--- config.mk ---
export PLATFORM = sky130hd
export DESIGN_NAME = rf_writeback_ctrl
export DESIGN_NICKNAME = d
export VERILOG_FILES = /design/src/rtl/rf_wb_pkg.sv /design/src/rtl/rf_wb_fifo.sv /design/src/rtl/rf_writeback_ctrl.sv
export SDC_FILE = /design/constraint.sdc
export NUM_CORES = 1
export LEC_CHECK = 0
export BUFFER_PORTS_ARGS = -buffer_cell sky130_fd_sc_hd__clkbuf_2
export CORE_UTILIZATION = 63
export CTS_CLUSTER_SIZE = 10
export DETAILED_ROUTE_END_ITERATION = 10
export HOLD_SLACK_MARGIN = 0.03
export PLACE_DENSITY = 0.86
export SLEW_MARGIN = 25
export SYNTH_ARGS = -nofsm -noshare
export SYNTH_HDL_FRONTEND = slang
export SYNTH_SLANG_ARGS = --single-unit
export TNS_END_PERCENT = 50
--- constraint.sdc ---
create_clock -name clk -period 11.14 [get_ports clk]
set_input_delay 2.785 -clock clk [delete_from_list [all_inputs] [get_ports clk]]
set_output_delay 2.785 -clock clk [all_outputs]
set_load 0.005 [all_outputs]
--- src/rtl/rf_wb_pkg.sv ---
// rf_wb_pkg: shared widths, the queued-write entry type and the address
// decode helper used by the writeback controller and by decode-side logic.
package rf_wb_pkg;

  localparam int AW_DEF   = 3;
  localparam int DW_DEF   = 32;
  localparam int NREG_DEF = 2 ** AW_DEF;

  typedef struct packed {
    logic [AW_DEF-1:0] addr;
    logic [DW_DEF-1:0] data;
  } wb_entry_t;

  function automatic logic [NREG_DEF-1:0] onehot_addr(input logic [AW_DEF-1:0] addr);
    return NREG_DEF'(1) << addr;
  endfunction

endpackage

--- src/rtl/rf_wb_fifo.sv ---
// rf_wb_fifo: in-order circular queue of pending register writes.
// Up to two pushes per cycle (push0 lands ahead of push1) and one pop.
// The caller guarantees pushes never exceed the free space.
module rf_wb_fifo #(
  parameter int AW    = 3,
  parameter int DW    = 32,
  parameter int DEPTH = 4
) (
  input  logic                    clk,
  input  logic                    n_rst,
  input  logic                    push0,
  input  logic [AW-1:0]           push0_addr,
  input  logic [DW-1:0]           push0_data,
  input  logic                    push1,
  input  logic [AW-1:0]           push1_addr,
  input  logic [DW-1:0]           push1_data,
  input  logic                    pop,
  output logic [$clog2(DEPTH):0]  count,
  output logic [AW-1:0]           head_addr,
  output logic [DW-1:0]           head_data,
  output logic [DEPTH-1:0]        ent_valid,
  output logic [DEPTH*AW-1:0]     ent_addr
);

  localparam int PW = $clog2(DEPTH);

  logic [AW-1:0] addr_q [DEPTH];
  logic [DW-1:0] data_q [DEPTH];
  logic [PW-1:0] rd_ptr;
  logic [PW-1:0] wr_ptr;
  logic [PW-1:0] wr_ptr1;
  logic          pop_eff;

  assign wr_ptr1   = wr_ptr + PW'(push0);
  assign pop_eff   = pop && (count != '0);
  assign head_addr = addr_q[rd_ptr];
  assign head_data = data_q[rd_ptr];

  // Pointer and occupancy bookkeeping; pointers wrap naturally at DEPTH.
  always_ff @(posedge clk) begin
    if (!n_rst) begin
      rd_ptr <= '0;
      wr_ptr <= '0;
      count  <= '0;
    end else begin
      wr_ptr <= wr_ptr + PW'(push0) + PW'(push1);
      rd_ptr <= rd_ptr + PW'(pop_eff);
      count  <= count + (PW+1)'(push0) + (PW+1)'(push1) - (PW+1)'(pop_eff);
    end
  end

  // Entry storage; contents are only meaningful where ent_valid is set.
  always_ff @(posedge clk) begin
    if (push0) begin
      addr_q[wr_ptr] <= push0_addr;
      data_q[wr_ptr] <= push0_data;
    end
    if (push1) begin
      addr_q[wr_ptr1] <= push1_addr;
      data_q[wr_ptr1] <= push1_data;
    end
  end

  // An entry is live when its distance from the read pointer is below count.
  always_comb begin
    ent_valid = '0;
    ent_addr  = '0;
    for (int i = 0; i < DEPTH; i++) begin
      ent_valid[i]          = ({1'b0, PW'(i) - rd_ptr} < count);
      ent_addr[i*AW +: AW]  = addr_q[i];
    end
  end

endmodule

--- src/rtl/rf_writeback_ctrl.sv ---
// rf_writeback_ctrl: write-side master for the register file. Merges load
// and ALU results into an in-order queue, retires one write per cycle on a
// registered rf_* port and publishes a pending-write mask for hazard stalls.
// Optional macro RF_WB_BYPASS_EN: with an empty queue the first accepted
// beat goes straight to rf_* one cycle earlier.
module rf_writeback_ctrl
  import rf_wb_pkg::*;
#(
  parameter int DW    = DW_DEF,
  parameter int AW    = AW_DEF,
  parameter int DEPTH = 4
) (
  input  logic              clk,
  input  logic              n_rst,
  input  logic              ld_valid,
  output logic              ld_ready,
  input  logic [AW-1:0]     ld_addr,
  input  logic [DW-1:0]     ld_data,
  input  logic              alu_valid,
  output logic              alu_ready,
  input  logic [AW-1:0]     alu_addr,
  input  logic [DW-1:0]     alu_data,
  output logic              rf_we,
  output logic [AW-1:0]     rf_wa,
  output logic [DW-1:0]     rf_wd,
  output logic [2**AW-1:0]  pend,
  output logic              empty
);

  localparam int CW = $clog2(DEPTH) + 1;
  localparam logic [CW-1:0] FULL     = CW'(DEPTH);
  localparam logic [CW-1:0] ONE_FREE = CW'(DEPTH - 1);

  logic [CW-1:0]       count;
  logic [AW-1:0]       head_addr;
  logic [DW-1:0]       head_data;
  logic [DEPTH-1:0]    ent_valid;
  logic [DEPTH*AW-1:0] ent_addr;
  logic                ld_acc;
  logic                alu_acc;
  logic                pop;
  logic                push0;
  logic                push1;
  logic [AW-1:0]       push0_addr;
  logic [DW-1:0]       push0_data;

  // Readiness looks only at the registered count; a same-cycle pop earns no credit.
  assign ld_ready  = n_rst && (count < FULL);
  assign alu_ready = n_rst && ((count < ONE_FREE) || ((count == ONE_FREE) && !ld_valid));
  assign ld_acc    = ld_valid && ld_ready;
  assign alu_acc   = alu_valid && alu_ready;
  assign pop       = (count != '0);

`ifdef RF_WB_BYPASS_EN
  logic          byp;
  logic [AW-1:0] byp_addr;
  logic [DW-1:0] byp_data;

  assign byp      = (count == '0) && (ld_acc || alu_acc);
  assign byp_addr = ld_acc ? ld_addr : alu_addr;
  assign byp_data = ld_acc ? ld_data : alu_data;

  // With an empty queue the load (or lone ALU beat) bypasses; a concurrent ALU beat still queues.
  always_comb begin
    push0      = ld_acc;
    push0_addr = ld_addr;
    push0_data = ld_data;
    push1      = alu_acc;
    if (count == '0) begin
      push0      = ld_acc && alu_acc;
      push0_addr = alu_addr;
      push0_data = alu_data;
      push1      = 1'b0;
    end
  end
`else
  assign push0      = ld_acc;
  assign push0_addr = ld_addr;
  assign push0_data = ld_data;
  assign push1      = alu_acc;
`endif

  rf_wb_fifo #(
    .AW    (AW),
    .DW    (DW),
    .DEPTH (DEPTH)
  ) u_fifo (
    .clk        (clk),
    .n_rst      (n_rst),
    .push0      (push0),
    .push0_addr (push0_addr),
    .push0_data (push0_data),
    .push1      (push1),
    .push1_addr (alu_addr),
    .push1_data (alu_data),
    .pop        (pop),
    .count      (count),
    .head_addr  (head_addr),
    .head_data  (head_data),
    .ent_valid  (ent_valid),
    .ent_addr   (ent_addr)
  );

  // Registered write port: retire the queue head, otherwise drop we and hold address/data.
  always_ff @(posedge clk) begin
    if (!n_rst) begin
      rf_we <= 1'b0;
      rf_wa <= '0;
      rf_wd <= '0;
    end else if (pop) begin
      rf_we <= 1'b1;
      rf_wa <= head_addr;
      rf_wd <= head_data;
`ifdef RF_WB_BYPASS_EN
    end else if (byp) begin
      rf_we <= 1'b1;
      rf_wa <= byp_addr;
      rf_wd <= byp_data;
`endif
    end else begin
      rf_we <= 1'b0;
    end
  end

  // Pending mask: every live queue entry plus the write currently on rf_*.
  always_comb begin
    pend = '0;
    if (n_rst) begin
      for (int i = 0; i < DEPTH; i++) begin
        if (ent_valid[i]) pend[ent_addr[i*AW +: AW]] = 1'b1;
      end
      if (rf_we) pend[rf_wa] = 1'b1;
    end
  end

  assign empty = !n_rst || ((count == '0) && !rf_we);

endmodule

Yosys cells after proc, flatten, opt, wreduce, memory -nomap -nowiden. Memories as Yosys holds them, arrays and structs flattened. A register that Yosys moved wholly into a read port is not among the register bits. Cells that the tools add are included.

Eq/ne operators: 1. Multipliers: 0. Shift operators: 0. Mux-type cells: 25. Reductions and logical operators: 20. Div/mod/pow operators: 0. Add/sub/neg operators: 10. Magnitude comparators: 16. Bitwise gates (word level): 4.

Operator list (number): 8-bit two-way mux (10); 8-bit bitwise OR (4); 3-bit by 4-bit less-than comparator with 1-bit output (second input constant) (5); 1-bit demux with 3-bit select (5); 3-bit by 1-bit greater-or-equal comparator with 1-bit output (second input constant) (5); 2-bit by 3-bit less-than comparator with 1-bit output (4); 1-bit logical AND (11); 1-bit two-way mux (10); 2-bit by 1-bit adder with 2-bit output (3); 3-bit by 1-bit adder with 3-bit output (2); 1-bit zero test (5); 1-bit by 2-bit subtractor with 2-bit output (first input constant) (2); 2-bit subtractor (first input constant) (2); 3-bit by 2-bit == test with 1-bit output (second input constant) (1); 3-bit zero test (1); 3-bit by 2-bit less-than comparator with 1-bit output (second input constant) (1); 3-bit less-than comparator (second input constant) (1); 3-bit nonzero test (1); 3-bit by 1-bit subtractor with 3-bit output (1); 1-bit logical OR (2).

Bits of input ports: 74. Latch bits: 0. RAM bits: 140. Output and inout bits: 47. Word-level logic and storage cells: 82. Register bits: 8. ROM bits: 0. Memories kept: 2.

Memory list: u_fifo.data_q (depth 4, width 32, rd ports 1, clocked after Yosys merged registers in 1, wr ports 2, RTL line rf_wb_fifo.sv:28) `logic [DW-1:0] data_q [DEPTH];`; u_fifo.addr_q (depth 4, width 3, rd ports 5, clocked after Yosys merged registers in 1, wr ports 2, RTL line rf_wb_fifo.sv:27) `logic [AW-1:0] addr_q [DEPTH];`.

Longest topological paths before layout. Gate-level depths: netlist of the first run.

Depth after elaboration: 18. Depth in mapped cells: 11. Gate-level depth less buffers: 10.

Hierarchy. A second synthesis of the first run with hierarchy kept.

Cell total of the unflattened synthesis: 617. Area, all modules: 9192.6 um^2.

Modules (own cells, without submodules): rf_wb_fifo (seq. area each 4344.2 um^2, area an instance 7413.4 um^2, instances 1, cells each 395); rf_writeback_ctrl (seq. area each 720.7 um^2, area an instance 1779.2 um^2, instances 1, cells each 222).

Worst setup path after synthesis of the first run. Ideal clock, no wire load.

Kind: input to output. Start point: input port n_rst. End point: output port pend[4]. Cell stages on the path: 3. Path buffers: 1. Slack: 5129 ps. Data arrival time: 3226 ps. Required time: 8355 ps. Cells stage by stage: inv_1 > clkbuf_1 > a31oi_1.

Cells in the longest elaborated chain, start to end: 1.

Ends and longest elaborated chain: start, declared (RTL line rf_writeback_ctrl.sv:14) `input logic n_rst,`; 8-bit two-way mux (RTL line rf_writeback_ctrl.sv:128) `if (n_rst) begin`; end, declared (RTL line rf_writeback_ctrl.sv:26) `output logic [2**AW-1:0] pend,`.

Every way passes these cells.

Worst setup path after layout of the first run.
Start point: input port n_rst. End point: output port pend[0].

The elaborated chain is that of the path after synthesis.

==> metrics.txt, run 1 <==
clock-pin slew of the registers on the worst-case setup and hold paths=60 ps; Mapped Area=0.00934 mm^2; routed vias/inst=6.20; fin crit period=6890 ps; fraction of layout cells with a size suffix above 1=45.3%; Clock Tree Buf Depth=2; total track usage=28.7%; HP Class=reg2reg; clock skew=5.64 ps; Max Freq=0.145 GHz; Post-synth EDFFs=140; Area growth syn-to-layout=13.1%; total congestion overflow=0; Hold Violations, Final=0; CP Launch Type=input port; TritonCTS clock tree=built; Routed Antenna Nets=0; Lkg Pwr=3.92 nW; MaxCap Viol Count=0; pre-CTS WS=4260 ps; ANT cells=0; Die Area=0.0153 mm^2; Synthesis Warnings=0; post_cts resized=0; top cells by area, synth=edfxtp_1, mux2_2, mux2_4; syn_area_per_cell=14.8 um^2; setup bufs post-CTS=0; initial antenna violation count=0; Top FF cell, synth=edfxtp_1; Worst-Skew Late Latency=430 ps; worst setup margin=4250 ps; kind of critical path=in2out; Die W=124 um; Residual DRC=0; Reg power frac=40.5%; 1st-iter DRT viols=423; clock power share=25.1%; DIE HEIGHT=124 um; Synthesized Nets=717; row count=44; Internal Power=1.62 mW; fin crit share=61.9%; IO Pins=121; RD Place Congestion=0.868; wire length of the first global-routing pass=31.6 mm; WP data required=8360 ps; TritonCTS Buffers=17; fin. max-slew vios=0; CTS root buf=clkbuf_16; largest net degree at the start of global routing=42; WHS Path Cells=2; critical path peak fanout=29; slew margin rel.=44.0%; Psw=768 uW; Buffers on Ports=120; Max rail drop VDD=0.119 mV; dpl cells=910; Async S/R FF share, synth=0%; leading area contributor after synthesis=edfxtp_1; DR WL/cell=22.0 um; Synth Instances=632; CTS Hold Bufs=0; unrepaired setup endpoints after global routing=false; Comb power frac=34.3%; Pre-antenna DRT Iters=5; R2R depth=8; fin cells=942; vias in the first global route=6012; fillers=904; Detailed Place HPWL=12.6 mm; Worst Tran Pin Value=839 ps; routed wire length=20.8 mm; effective utilization at floorplan=64.5%; crit path DAT=4110 ps; via count=5842; Cell variety after synth=55; core area=0.0145 mm^2; Cell Pwr Density=226 mW/mm^2; register area share after synthesis=54.3%; clk sink count=183; status=finished clean; crit end category=primary output; Synth Register Bits=183; Post-Route Setup TNS=0 ps; area share of the largest cell type after synthesis=45.0%; switching share of power=32.2%; # setup viols final=0; H-tree Lvls=4; Nets=830
critical path, cell delays in order:
cell and delay [ps]:
clkbuf_2 200, inv_1 440, buf_4 450, a31oi_1 90, clkbuf_2 130
cell usage after synthesis, types with 2 or more instances:
library cell,count
edfxtp_1,140
mux2_2,80
nand2_1,79
mux2_4,58
dfxtp_1,43
a21oi_1,38
mux4_2,35
clkbuf_1,15
nand2b_1,13
inv_1,12
nor2_1,10
ha_1,9
buf_6,8
o22ai_1,7
buf_12,6
nor2b_1,6
nor3b_1,6
and2_1,4
nor3_1,4
o31a_1,4
xnor2_1,4
and3_1,3
buf_2,3
o41a_1,3
a31oi_1,2
buf_4,2
fa_1,2
mux2_1,2
nor3_4,2
o211ai_1,2
o21ai_0,2
o21bai_1,2
o32ai_1,2
or3_1,2
xor2_1,2
placed cells by master (no fill, tap or decap), types with 7 or more instances in the layout:
master     netlist  routed
edfxtp_1       140     140
clkbuf_2         1     120
mux2_2          80      80
nand2_1         79      79
mux2_4          58      58
dfxtp_1         43      41
a21oi_1         38      38
mux4_2          35      35
clkbuf_16        0      17
nand2b_1        13      13
inv_1           12      12
nor2_1          10      10
buf_4            2      10
ha_1             9       9
o22ai_1          7       7
sequential cells by signal, summed over array words and instances, names as in the netlist:
| register | count |
|---|---|
| rf_wa | 3 |
| u_fifo.count | 3 |
| u_fifo.addr_q | 12 |
| u_fifo.wr_ptr | 2 |
| rf_we | 1 |
| rf_wd | 32 |
| u_fifo.data_q | 128 |
| u_fifo.rd_ptr | 2 |
metrics by stage:
step	util [%]	hold slack [ps]	total power [mW]	cell area (um^2)
after CTS	72.9	460	2.39	10600
after global routing	73.0	476	2.51	10600
after detailed placement	68.9	444	1.80	9980
after global placement	68.9	439	1.76	9970
after floorplan	-	448	1.54	9340
final	73.0	458	2.39	10600
final cells by class:
cell class / instances / area [um^2] / area share (%)
Clock buffer: 22 / 454 / 4.30
Clock inverter: 10 / 128 / 1.21
Inverter: 14 / 55.1 / 0.521
Multi-Input combinational cell: 399 / 3950 / 37.4
Sequential cell: 183 / 5070 / 48.0
Tap cell: 184 / 230 / 2.18
Timing Repair Buffer: 130 / 676 / 6.40
power groups by stage:
stage	Sequential, mW	Combinational [mW]	Clock, mW
2_1_floorplan	0.959	0.582	0
3_3_place_gp	0.972	0.792	0
3_5_place_dp	0.980	0.817	0
4_1_cts	0.968	0.825	0.601
5_1_grt	0.982	0.895	0.632
6_report	0.968	0.820	0.600
per-layer routing:
metal | vias to the layer above | GRT usage, % | routed length [um]
li1 | 2637 | - | -
met1 | 2923 | 34.5 | 7950
met2 | 243 | 49.6 | 10900
met3 | 39 | 6.64 | 1450
met4 | 0 | 11.7 | 438
met5 | - | 0 | 0
cell families after synthesis:
| kind of cell | after synthesis | share of synthesized area, % |
|---|---|---|
| simple gates | 134 | 6.89 |
| fa+ha+maj | 11 | 1.64 |
| compound gates | 73 | 5.13 |
| xor+xnor | 6 | 0.563 |
| mux | 175 | 27.7 |
| flops | 183 | 54.3 |
| buf+inv | 50 | 3.86 |
path summary, 6_finish.rpt:
kind,startpoint,endpoint,slack (ps)
setup / recovery,n_rst,pend[0],4250
hold / removal,rf_wd[26]$_SDFFE_PN0N_,rf_wd[26]$_SDFFE_PN0N_,460
hold reg to reg,rf_wd[26]$_SDFFE_PN0N_,rf_wd[26]$_SDFFE_PN0N_,460
setup reg to reg,u_fifo.count[2]$_SDFF_PN0_,u_fifo.data_q[1][6]$_DFFE_PP_,7320
Power figures use the tool's default switching activity.
==> run 2: changes to the inputs <==
Settings changed: ABC_AREA set to 1, CORE_UTILIZATION 63 to 52, PLACE_DENSITY 0.86 to 0.76.
Clock period 11.14 ns to 6.1 ns, I/O delays scaled along.
==> metrics.txt, run 2 <==
post_cts resized=0 (unchanged); main combinational cell family by area after synthesis=simple AND/OR/NAND/NOR gates; Worst-Skew Late Latency=440 ps (about the same); syn_area_per_cell=8.76 um^2 (-41%); kind of critical path=reg2out; Routed Antenna Nets=0 (unchanged); Area growth syn-to-layout=14.7%; critical path peak fanout=36 (+24%); Post-Synth Simple-Gate Area=22.4% (+15 points); Hold Violations, Final=0 (unchanged); Nets=1204 (+45%); ANT cells=0 (unchanged); HP Class=reg2reg; Die W=133 um (+7.7%); Lkg Pwr=4.03 nW (+3.0%); Residual DRC=0 (unchanged); multiplexer area fraction after synthesis=0% (-28 points); Top FF cell, synth=edfxtp_1; Die Area=0.0178 mm^2 (+16%); crit path DAT=3190 ps (-920 ps); setup bufs post-CTS=0 (unchanged); clock-pin slew of the registers on the worst-case setup and hold paths=70 ps (about the same); Buf+Inv Stages, Crit Path=3 (-1); Synth Area in XOR/XNOR=0.293% (-0.27 points); most frequent cells in the layout=nand2_1, o21ai_0, edfxtp_1, clkbuf_2, nor2_1; WHS Path Cells=2 (unchanged); routed vias/inst=5.50 (-11%); effective utilization at floorplan=53.6% (-11 points); Pre-antenna DRT Iters=7 (+2); CP Launch Type=flip-flop; clock skew=14.1 ps (+8.46 ps); worst setup margin=1380 ps (-2870 ps); Synth Register Bits=183 (unchanged); wire length of the first global-routing pass=34.9 mm (+10%); adder-cell share of the synthesized area=1.70% (+0.069 points); Worst Tran Pin Value=1040 ps (+206 ps); register with the most flip-flops=u_fifo.data_q; Synth Instances=1022 (+62%); DR WL/cell=16.3 um (-26%); routed wire length=22.0 mm (+6.0%); total track usage=25.8% (-2.9 points); vias in the first global route=6788 (+13%); Post-synth EDFFs=140 (unchanged); CP delay by family, top=simple AND/OR/NAND/NOR gates; Post-Route Setup TNS=0 ps (unchanged); Async S/R FF share, synth=0% (unchanged); compound-cell area share of the yosys netlist=12.6% (+7.5 points); R2R depth=10 (+2); Synthesized Nets=1107 (+54%); slowest cell on the critical path=nor2_4; register area share after synthesis=56.6% (+2.3 points); Cell Pwr Density=431 mW/mm^2 (+91%); Clock Tree Buf Depth=2 (unchanged); pre-CTS WS=1660 ps (-2610 ps); slew margin rel.=30.2% (-14 points); initial antenna violation count=0 (unchanged); CP max stage delay=780 ps (+330 ps); IO Pins=121 (unchanged); count leader, synth=nand2_1; DIE HEIGHT=133 um (+7.7%); RD Place Congestion=0.910 (+4.9%); fraction of layout cells with a size suffix above 1=15.7% (-30 points); top cells by area, synth=edfxtp_1, nand2_1, dfxtp_1; Power Total=4.42 mW (+85%); Buffers on Ports=120 (unchanged); Post-synth top cells=nand2_1, o21ai_0, edfxtp_1; Mapped Area=0.00895 mm^2 (-4.1%); max reg flops=128 (unchanged); CTS root buf=clkbuf_16; CP Depth=12 (+7); crit end category=primary output; via count=7440 (+27%); # setup viols final=0 (unchanged); commonest non-fill, non-tap cell in the layout=nand2_1; TritonCTS Buffers=17 (unchanged); MaxCap Viol Count=0 (unchanged); clk sink count=183 (unchanged); Max rail drop VDD=0.268 mV (+120%); 1st-iter DRT viols=650 (+54%); Max Freq=0.212 GHz; core area=0.0167 mm^2 (+15%); fin. max-slew vios=0 (unchanged); status=finished clean; unrepaired setup endpoints after global routing=false; leading area contributor after synthesis=edfxtp_1; H-tree Lvls=4 (unchanged); fin crit period=4720 ps; Top Registers=u_fifo.data_q x128, rf_wd x32, u_fifo.addr_q x12; CP cell instances=inv_1 > nor2_4 > nor2_1 > ha_1 > inv_1 > nor2_1 > nand2_1 > nand3_1 > o21ai_0 > nor2_1 > nor2_1 > clkbuf_2; area share of the largest cell type after synthesis=46.9% (+1.9 points); Detailed Place HPWL=13.7 mm (+8.5%); fin crit share=77.4%; cell mode on critical path=nor2_1; largest net degree at the start of global routing=71 (+69%); Cell variety after synth=32 (-42%); Synthesis Warnings=0 (unchanged); TritonCTS clock tree=built; row count=47 (+6.8%); CTS Hold Bufs=0 (unchanged); total congestion overflow=0 (unchanged); WHS=486 ps (+28.9 ps); WP data required=4580 ps (-3780 ps)
==> run 2: changes by cell type in the layout (fill, tap and decap cells not counted), sizes merged, moves of 13 or more <==
cell	delta
a21oi	-34
mux2	-140
nand4	+30
inv	+69
nor2	+86
nand2b	-13
o21ai	+180
nand3	+40
mux4	-35
nand2	+224
==> run 2: kinds of logic (layout without fill, tap and decap cells) <==
group	count (synthesis)	after routing
buf+inv	133	243
simple gates	478	478
compound gates	214	214
xor+xnor	3	3
flops	183	183
fa+ha+maj	11	11
==> run 2: path summary, 6_finish.rpt <==
kind,start,endpoint,slack (ps)
worst min-delay path,u_fifo.data_q[2][3]$_DFFE_PP_,rf_wd[3]$_SDFFE_PN0N_,490
worst max-delay path,u_fifo.rd_ptr[1]$_SDFF_PN0_,pend[5],1380
worst min register to register,u_fifo.data_q[2][3]$_DFFE_PP_,rf_wd[3]$_SDFFE_PN0N_,490
worst max register to register,u_fifo.count[2]$_SDFF_PN0_,u_fifo.data_q[0][14]$_DFFE_PP_,2970
==> run 2: area by class of cell <==
cell class,instances,area (um^2)
Sequential cell,183,5060
Fill cell,1425,6430
Timing Repair Buffer,131,683
Clock buffer,19,454
Inverter,80,300
Clock inverter,13,124
Tap cell,220,275
Multi-Input combinational cell,706,3370
==> run 2: tightest hold or removal path, cell delays in order, from the launching register on <==
cell and delay, ps:
edfxtp_1 330, a211oi_1 60, nor2_1 70
==> run 2: per-stage QoR <==
stage | utilization (%) | instance area, um^2 | instances
after floorplan | - | 8950 | 1022
after global placement | 58.0 | 9690 | 1320
after detailed placement | 58.0 | 9690 | 1320
after CTS | 61.5 | 10300 | 1352
after global routing | 61.5 | 10300 | 1352
final | 61.5 | 10300 | 1352
==> run 2: power by group <==
group | total [mW] | switching, mW | internal [mW]
clock | 1.09 | 0.468 | 0.623
sequential | 1.80 | 0.153 | 1.65
combinational | 1.53 | 1.03 | 0.498
==> run 2: routing by layer <==
| layer | track usage [%] | vias up | wire length [um] |
|---|---|---|---|
| met2 | 41.2 | 323 | 10400 |
| met4 | 9.34 | 0 | 483 |
| met1 | 34.8 | 3415 | 9630 |
| met5 | 0 | - | 0 |
| met3 | 5.37 | 35 | 1510 |
| li1 | - | 3667 | - |
